$ cat src/rtl/cpu_pkg.sv
// Shared fetch-side constants, derived field widths and
// the instruction cache state encoding.
package cpu_pkg;

   localparam int SIZE    = 32;
   localparam int LINES   = 16;
   localparam int WORDS   = 4;
   localparam int WORD_W  = $clog2(WORDS);
   localparam int INDEX_W = $clog2(LINES);
   localparam int TAG_W   = SIZE - INDEX_W - WORD_W - 2;

   typedef enum logic [1:0] {
      IDLE = 2'd0,
      FILL = 2'd1,
      DONE = 2'd2
   } state_t;

endpackage

$ cat src/rtl/instruction_cache_array.sv
// Direct-mapped tag/valid/data storage: one async read port,
// one word write port, one line commit port and a bulk valid clear.
module instruction_cache_array #(
   parameter int SIZE    = cpu_pkg::SIZE,
   parameter int LINES   = cpu_pkg::LINES,
   parameter int INDEX_W = cpu_pkg::INDEX_W,
   parameter int WORD_W  = cpu_pkg::WORD_W,
   parameter int TAG_W   = cpu_pkg::TAG_W
) (
   input  logic               clk,
   input  logic               rstN,
   input  logic               clear,
   input  logic [INDEX_W-1:0] rdIndex,
   input  logic [WORD_W-1:0]  rdWord,
   output logic               rdValid,
   output logic [TAG_W-1:0]   rdTag,
   output logic [SIZE-1:0]    rdData,
   input  logic               wrData,
   input  logic [INDEX_W-1:0] wrIndex,
   input  logic [WORD_W-1:0]  wrWord,
   input  logic [SIZE-1:0]    wrWordData,
   input  logic               wrLine,
   input  logic [TAG_W-1:0]   wrTag
);

   localparam int DEPTH = LINES << WORD_W;

   logic [LINES-1:0] valid;
   logic [TAG_W-1:0] tags [LINES];
   logic [SIZE-1:0]  data [DEPTH];

   assign rdValid = valid[rdIndex];
   assign rdTag   = tags[rdIndex];
   assign rdData  = data[{rdIndex, rdWord}];

   always_ff @(posedge clk or negedge rstN) begin
      if (!rstN) begin
         valid <= '0;
      end else if (clear) begin
         valid <= '0;
      end else if (wrLine) begin
         valid[wrIndex] <= 1'b1;
      end
   end

   // Tag and data contents are only meaningful behind a set valid bit
   always_ff @(posedge clk) begin
      if (wrData) begin
         data[{wrIndex, wrWord}] <= wrWordData;
      end
      if (wrLine) begin
         tags[wrIndex] <= wrTag;
      end
   end

endmodule

$ cat src/rtl/instruction_cache.sv
// Direct-mapped instruction cache with a beat-wise line refill
// engine (IDLE -> FILL -> DONE) and whole-cache flush.
module instruction_cache #(
   parameter int SIZE  = cpu_pkg::SIZE,
   parameter int LINES = cpu_pkg::LINES,
   parameter int WORDS = cpu_pkg::WORDS
) (
   input  logic            clk,
   input  logic            rstN,
   input  logic [SIZE-1:0] pc,
   input  logic            flush,
   output logic            hit,
   output logic [SIZE-1:0] instruction,
   output logic [SIZE-1:0] nextPC,
   output logic            memReq,
   output logic [SIZE-1:0] memAddr,
   input  logic            memReady,
   input  logic [SIZE-1:0] memData
);

   import cpu_pkg::*;

   localparam int WB = $clog2(WORDS);
   localparam int IB = $clog2(LINES);
   localparam int TB = SIZE - IB - WB - 2;
   localparam logic [SIZE-1:0] LMASK = ~SIZE'(WORDS * 4 - 1);

   state_t          state;
   state_t          state_n;
   logic [WB-1:0]   beat;
   logic [SIZE-1:0] missAddr;

   logic [WB-1:0]   word;
   logic [IB-1:0]   index;
   logic [TB-1:0]   tag;
   logic            rdValid;
   logic [TB-1:0]   rdTag;
   logic [SIZE-1:0] rdData;
   logic            lookup;
   logic            fill;
   logic            accept;
   logic            last;
   logic            lineDone;
   logic            missStart;
   logic            unused_pc;

   assign word      = pc[WB+1:2];
   assign index     = pc[WB+IB+1:WB+2];
   assign tag       = pc[SIZE-1:SIZE-TB];
   assign unused_pc = ^pc[1:0];

   assign lookup      = rdValid && (rdTag == tag);
   assign hit         = (state == IDLE) && lookup && !flush;
   assign instruction = hit ? rdData : '0;
   assign nextPC      = pc + SIZE'(4);

   assign fill    = (state == FILL);
   assign memReq  = fill;
   assign memAddr = missAddr + SIZE'({beat, 2'b00});
   assign accept  = fill && memReady;
   assign last    = (beat == WB'(WORDS - 1));
   // Flush wins over the final beat, so the line stays invalid
   assign lineDone = accept && last && !flush;

   always_comb begin
      state_n   = state;
      missStart = 1'b0;
      unique case (state)
         IDLE: begin
            if (!flush && !lookup) begin
               state_n   = FILL;
               missStart = 1'b1;
            end
         end
         FILL: begin
            if (flush) begin
               state_n = IDLE;
            end else if (accept && last) begin
               state_n = DONE;
            end
         end
         DONE: state_n = IDLE;
         default: state_n = IDLE;
      endcase
   end

   always_ff @(posedge clk or negedge rstN) begin
      if (!rstN) begin
         state    <= IDLE;
         beat     <= '0;
         missAddr <= '0;
      end else begin
         state <= state_n;
         if (missStart) begin
            missAddr <= pc & LMASK;
            beat     <= '0;
         end else if (accept && !flush) begin
            beat <= beat + 1'b1;
         end
      end
   end

   instruction_cache_array #(
      .SIZE    (SIZE),
      .LINES   (LINES),
      .INDEX_W (IB),
      .WORD_W  (WB),
      .TAG_W   (TB)
   ) u_array (
      .clk        (clk),
      .rstN       (rstN),
      .clear      (flush),
      .rdIndex    (index),
      .rdWord     (word),
      .rdValid    (rdValid),
      .rdTag      (rdTag),
      .rdData     (rdData),
      .wrData     (accept),
      .wrIndex    (missAddr[WB+IB+1:WB+2]),
      .wrWord     (beat),
      .wrWordData (memData),
      .wrLine     (lineDone),
      .wrTag      (missAddr[SIZE-1:SIZE-TB])
   );

endmodule

$ cat config.mk
export PLATFORM = sky130hd
export DESIGN_NAME = instruction_cache
export DESIGN_NICKNAME = d
export VERILOG_FILES = /design/src/rtl/cpu_pkg.sv /design/src/rtl/instruction_cache_array.sv /design/src/rtl/instruction_cache.sv
export SDC_FILE = /design/constraint.sdc
export NUM_CORES = 2
export LEC_CHECK = 0
export BUFFER_PORTS_ARGS = -buffer_cell sky130_fd_sc_hd__buf_2
export CAP_MARGIN = 20
export CORE_MARGIN = 2
export CORE_UTILIZATION = 40
export CTS_CLUSTER_DIAMETER = 50
export DETAILED_ROUTE_END_ITERATION = 10
export PLACE_DENSITY = 0.63
export SLEW_MARGIN = 20
export SYNTH_ARGS = -nofsm -noshare
export SYNTH_HDL_FRONTEND = slang
export SYNTH_HIERARCHICAL = 1
export SYNTH_SLANG_ARGS = --single-unit
$ cat constraint.sdc
create_clock -name clk -period 5.32 [get_ports clk]
set_input_delay 0 -clock clk [delete_from_list [all_inputs] [get_ports clk]]
set_output_delay 0 -clock clk [all_outputs]
set_load 0.05 [all_outputs]
After elaboration in Yosys (flattened, before gate mapping)
Memories as Yosys holds them, arrays and structs flattened.
Index checks and enable logic that the tools add are counted.
{ "word_totals": {"register_bits": 48, "ram_bits": 2432, "input_bits": 68, "output_inout_bits": 98, "wordCells": 52, "mem_count": 2} }
{ "op_classes": {"addsub": 3, "magnitude_cmp": 3, "eq_ne": 5, "muxes": 19, "bitwise": 1, "n_reduce_logical": 15} }
{ "memory_table": {"columns": ["name", "words", "width", "rd", "rd_clocked_by_memory_dff", "write_ports", "line", "source"], "rows": [
  ["u_array.data", 64, 32, 1, 0, 1, "instruction_cache_array.sv:30", "logic [SIZE-1:0] data [DEPTH];"],
  ["u_array.tags", 16, 24, 1, 0, 1, "instruction_cache_array.sv:29", "logic [TAG_W-1:0] tags [LINES];"]
]} }
{ "ops": {"columns": ["op", "n"], "rows": [
  ["$add 32x3->32 const B", 1],
  ["$add 32x4->32", 1],
  ["$mux 16", 2],
  ["$mux 32", 1],
  ["$eq 24x24->1", 1],
  ["$or 16x16->16", 1],
  ["$lt 4x5->1 const B", 2],
  ["$mux 2", 5],
  ["$logic_and 1x1->1", 9],
  ["$mux 1", 8],
  ["$bmux 1 s4", 1],
  ["$demux 1 s4", 1],
  ["$ge 4x1->1 const B", 1],
  ["$pmux 2 s2", 1],
  ["$reduce_bool 2->1", 2],
  ["$ne 3x2->1 const B", 1],
  ["$add 2x1->2 const B", 1],
  ["$eq 2x1->1 const B", 1],
  ["$eq 2x2->1 const B", 1],
  ["$logic_not 1->1", 2],
  ["$logic_not 2->1", 1],
  ["$ne 2x1->1 const B", 1],
  ["$reduce_and 2->1", 1]
]} }

Longest topological paths before layout
{ "depth": {"word_depth": 8, "ltp_mapped": 12} }

By module
The synthesis kept the hierarchy.
{ "modules_own_cells": {"columns": ["mod", "instances", "cells_per_inst", "area_each_um2", "seq_area_each_um2"], "rows": [
  ["instruction_cache_array", 1, 3977, 93606.0, 73430.4],
  ["instruction_cache", 1, 267, 2578.7, 800.8]
]} }

Least setup slack after synthesis
Ideal clock, no wire load.
{ "synth_timing": {"path_type": "flip-flop to flip-flop", "from": "register state[0]", "to": "memory u_array.data[50][0], enable pin", "setup_ps": 461, "arrival_time_ps": 4098, "required_time_ps": 4859, "path_slack_ps": 761, "stages_incl_launch_ff": 6, "path_cell_list": "dfrtp_1 -> nor2b_1 -> and2_1 -> nor3b_1 -> nand2_1 -> nor3_1"} }
{ "synth_via": {"elab_chain_len": 4} }
{ "synth_lines": {"columns": ["element", "line", "source"], "rows": [
  ["start, declared", "instruction_cache.sv:28", "state_t state;"],
  ["start signal, assigned", "instruction_cache.sv:93", "state <= state_n;"],
  ["$eq 2x1->1", "instruction_cache.sv:57", "assign fill = (state == FILL);"],
  ["via memReq", "instruction_cache.sv:15", "output logic memReq,"],
  ["$logic_and 1x1->1", "instruction_cache.sv:60", "assign accept = fill && memReady;"],
  ["via accept", "instruction_cache.sv:41", "logic accept;"],
  ["$mux 1", "instruction_cache_array.sv:48", "if (wrData) begin"],
  ["$mux 1 (not written as such)", "instruction_cache_array.sv:49", "data[{wrIndex, wrWord}] <= wrWordData;"],
  ["end, declared", "instruction_cache_array.sv:30", null]
]} }
The timed path passes the listed nets, and every way through them passes these cells.

Final worst setup path
{ "layout_timing": {"from": "input pc[4]", "to": "output instruction[10]"} }
{ "layout_via": {"elab_chain_len": 6, "elab_cells_between_ends": 9, "classes_between": "eq/ne (1); mux (3); reduce/logical (3); memory (2)"} }
{ "layout_lines": {"columns": ["element", "line", "source"], "rows": [
  ["start, declared", "instruction_cache.sv:10", "input logic [SIZE-1:0] pc,"],
  ["$mem_v2 16x24", null, null],
  ["via rdTag[11]", "instruction_cache.sv:37", "logic [TB-1:0] rdTag;"],
  ["$eq 24x24->1", "instruction_cache.sv:52", "assign lookup = rdValid && (rdTag == tag);"],
  ["$logic_and 1x1->1", "instruction_cache.sv:52", null],
  ["$logic_and 1x1->1 (2 in a row)", "instruction_cache.sv:53", "assign hit = (state == IDLE) && lookup && !flush;"],
  ["$mux 32", "instruction_cache.sv:54", "assign instruction = hit ? rdData : '0;"],
  ["end, declared", "instruction_cache.sv:13", "output logic [SIZE-1:0] instruction,"]
]} }
The timed path passes the listed nets, and every way through them passes these cells. The select of a mux whose other input is x is not followed.

==> key figures <==
Run status
  • Outcome: completed

Setup path
  • Slowest stage delay, CP: about 0.56 ns
  • Crit-path max FO: 48
  • Worst path most repeated cell: mux4_2
  • CP max stage cell: dlygate4sd3_1
  • FF-to-FF setup slack: between 1 and 1.5 ns
  • Required @ worst endpoint: ~5.3 ns
  • Buf+Inv Stages, Crit Path: 5
  • Critical Path Source Type: input port
  • CP Capture Type: primary output
  • CP Cell Sequence: dlygate4sd3_1 -> buf_8 -> buf_12 -> mux4_2 -> mux4_2 -> xor2_1 -> or4_1 -> nor4_1 -> and4b_2 -> buf_4 -> and2_1 -> buf_2
  • Setup Crit Path Kind: in -> out
  • Critical Path AT: about 4.6 ns
  • Crit-path leading delay family: buffers and inverters

GRT
  • GRT Overall Usage: between 20% and 30%
  • Largest net degree at the start of global routing: ~100
  • Initial antenna violation count: 16
  • GRT overflow: 0
  • First-pass GRT wire length: ~350,000 µm
  • Number of global-route vias before repair: approximately 47,000

Timing
  • Unrepaired setup endpoints after global routing: false
  • Fin crit period: ~4.6 ns
  • Slew margin rel.: approximately 29%
  • Final setup viols: 0
  • Fmax: 0.219 GHz
  • Final Max Tran Viols: 0
  • Hold Vio Cnt, Final: 0
  • Final setup TNS: 0 ns
  • Final setup skew: just over 0.06 ns
  • Actual slew at the worst max-slew pin: around 1.1 ns
  • Fin crit share: around 86%

Route
  • WL/cell: around 31 µm
  • Post-DR vias/cell: 5.87
  • Final WL: about 250,000 µm
  • Post-detailed-route count of antenna-violating nets: 0
  • Remaining DRCs: 0
  • DRT iter0 DRCs: just over 6,000
  • Drt first pass iters: 5
  • Vias: between 40,000 and 50,000

Layout
  • Fin nets: 4,729
  • Share of layout cells above drive strength 1: between 30% and 40%
  • Register area: roughly 74,000 µm²
  • Multi-input logic area: 21,300 µm²
  • Layout Cells excl Fill: ~8,000
  • Design area: between 100,000 and 150,000 µm²
  • P&R area growth vs syn: 14.7%
  • Fillers: just under 20,000

Die
  • Die height: roughly 500 µm
  • I/O Pins: between 150 and 200
  • Die area: about 240,000 µm²
  • Initial Util: between 40 and 50%
  • Std-Cell Core Area: approximately 240,000 µm²
  • Row count: 180
  • Die width: between 400 and 500 µm

Yosys
  • Flops & latches, synth: 2,480
  • Mapped Avg Cell Area: between 20 and 25 µm²
  • Post-synth top area cell: edfxtp_1
  • Synth Warn #: 6
  • Part of the Yosys area used for sequential elements: 77.2%
  • Cells after synthesis: around 4,200
  • Mapped Area: between 90,000 and 100,000 µm²
  • Unique cell type count in the Yosys netlist: slightly below 60
  • Number of flops mapped to enable cells by yosys: about 2,400
  • Asr flop ratio synth: around 1.9%
  • Top FF cell, synth: edfxtp_1
  • Synth area leaders: edfxtp_1, mux4_2, dfrtp_1, mux2i_1, nor2_1
  • Top cell type's share of synthesized area: between 70 and 80%

Clock network
  • CTS tree: done
  • Clock buffer depth: 3
  • H-tree levels: 4
  • Clk_lat worst skew: roughly 0.85 ns
  • PostCTS Resize Cnt: 0
  • Clock Tree Root: clkbuf_16
  • Sink Count: about 2,500
  • Post-CTS Repair Setup Buffers: 0
  • Number of buffers created by CTS: between 200 and 250
  • Post-CTS Hold Fix Bufs: 75

Power
  • Switching part of the total: between 20% and 30%
  • Power per cell area: 369 nW/µm²
  • Lkg Pwr: around 35 nW
  • Combinational share of power: 6.0%
  • Clock share of power: 40.2%
  • Internal Dissipation: approximately 32 mW
  • P_sw: ~9.1 mW
  • Reg power frac: a little over half
  • Maximum vdd drop: around 360 µV

Placed design
  • Placer Congestion: 0.814
  • Placed cell area: a little over 100,000 µm²
  • Placed Instances: 7,534
  • IO Port Bufs: between 150 and 200
  • DP Wirelength: 143,000 µm

Flow run
  • Max-cap viol count: 0

Min path
  • HP Class: in -> out
==> power groups by stage <==
stage                     clock network, mW  registers [mW]  logic [mW]
after floorplan                           0            22.3        1.27
after global placement                    0            22.3        2.38
after detailed placement                  0            22.3        2.41
after CTS                              16.6            21.9        2.47
after global routing                   17.4            21.9        2.57
final                                  16.4            21.9        2.46
==> registers in the layout, summed over array words and instances (netlist names) <==
name,flops
missAddr,28
u_array/tags,384
u_array/data,2048
state,2
beat,2
u_array/valid,16
==> path summary, 6_finish.rpt <==
check / start / end / cells past startpoint
min in group asynchronous: rstN / missAddr[11] / 3
hold / removal: pc[0] / nextPC[0] / 0
max in group asynchronous: rstN / u_array/valid[5] / 4
setup / recovery: pc[4] / instruction[10] / 12
setup reg to reg: state[0] / u_array/data[37][20] / 6
hold reg to reg: u_array/valid[15] / u_array/valid[15] / 2
==> routing by layer <==
metal  share of wire, %  GRT usage [%]  up-vias  routed length, µm
met3                9.2           3.83      321              22800
met1                 41           29.5    25800             103000
met5              0.029              0        -                 72
met4                2.5           5.10       12               6210
li1                   -              -    18900                  -
met2                 47           31.1     2330             117000
==> stage by stage <==
stage / worst slack, ns / hold slack [ns] / total power, mW / util, %
detailed placement: 1.27 / -0.0203 / 24.7 / 42.5
floorplan: 0.761 / -0.296 / 23.6 / -
global route: 0.519 / 0.000113 / 41.9 / 46.0
CTS: 0.662 / 0.000429 / 41.0 / 46.0
global placement: 1.35 / 0.000589 / 24.7 / 42.5
finish: 0.748 / 0.0000220 / 40.7 / 46.0
==> final cells by class <==
type,instances,area share [%]
timing repair buffer,411,2.89
tap,3185,3.61
clock buffer,288,5.51
inverter,3,0.0102
multi-input combinational,1530,19.4
sequential,2480,67.3
clock inverter,149,1.29
antenna,6,0.0136
==> cells by family (layout without fill, tap and decap cells) <==
family,after synthesis,count (layout),synth area share (%)
DFF,2480,2480,77.2
muxes,826,826,17.1
xor gates and xnor gates,45,45,0.410
other,1,8,0.00390
adders and majority gates,2,2,0.0260
buffers and inverters,235,851,1.27
AOI/OAI and AO/OA,198,198,1.57
and+or+nand+nor,457,457,2.44
==> cell usage in the layout (no fill, tap or decap), types with 9 or more instances in the layout <==
cell type,instances
nand3_1,59
buf_12,20
nand2b_1,36
bufinv_16,20
mux2_1,12
xnor2_1,32
a22o_1,16
nor3_1,24
o22ai_1,37
mux4_2,641
clkinv_1,56
edfxtp_1,2432
buf_2,148
o22a_1,9
mux2_4,20
a22oi_1,57
nand3b_1,13
dlygate4sd3_1,75
buf_4,163
o221ai_1,17
mux2i_1,110
a221oi_1,11
clkbuf_16,234
a21oi_1,15
xor2_1,13
mux2_2,43
clkbuf_1,52
nand4_1,15
or3_1,11
nor2_4,76
nor2_1,65
nor2b_1,21
dfrtp_1,48
nand2_1,56
clkinv_2,47
and2_1,36
==> synth_stat cells (all sizes together), types with 6 or more instances <==
master,instances
a21oi,15
a221oi,11
a22o,16
a22oi,57
and2,37
and3,6
buf,146
clkbuf,86
dfrtp,48
edfxtp,2432
mux2,75
mux2i,110
mux4,641
nand2,56
nand2b,36
nand3,59
nand3b,13
nand4,15
nand4b,8
nor2,141
nor2b,23
nor3,31
o211a,8
o221ai,17
o22a,9
o22ai,37
o311ai,8
o31ai,8
or3,11
xnor2,32
xor2,13
No activity file was read; power rests on OpenSTA's default activity.
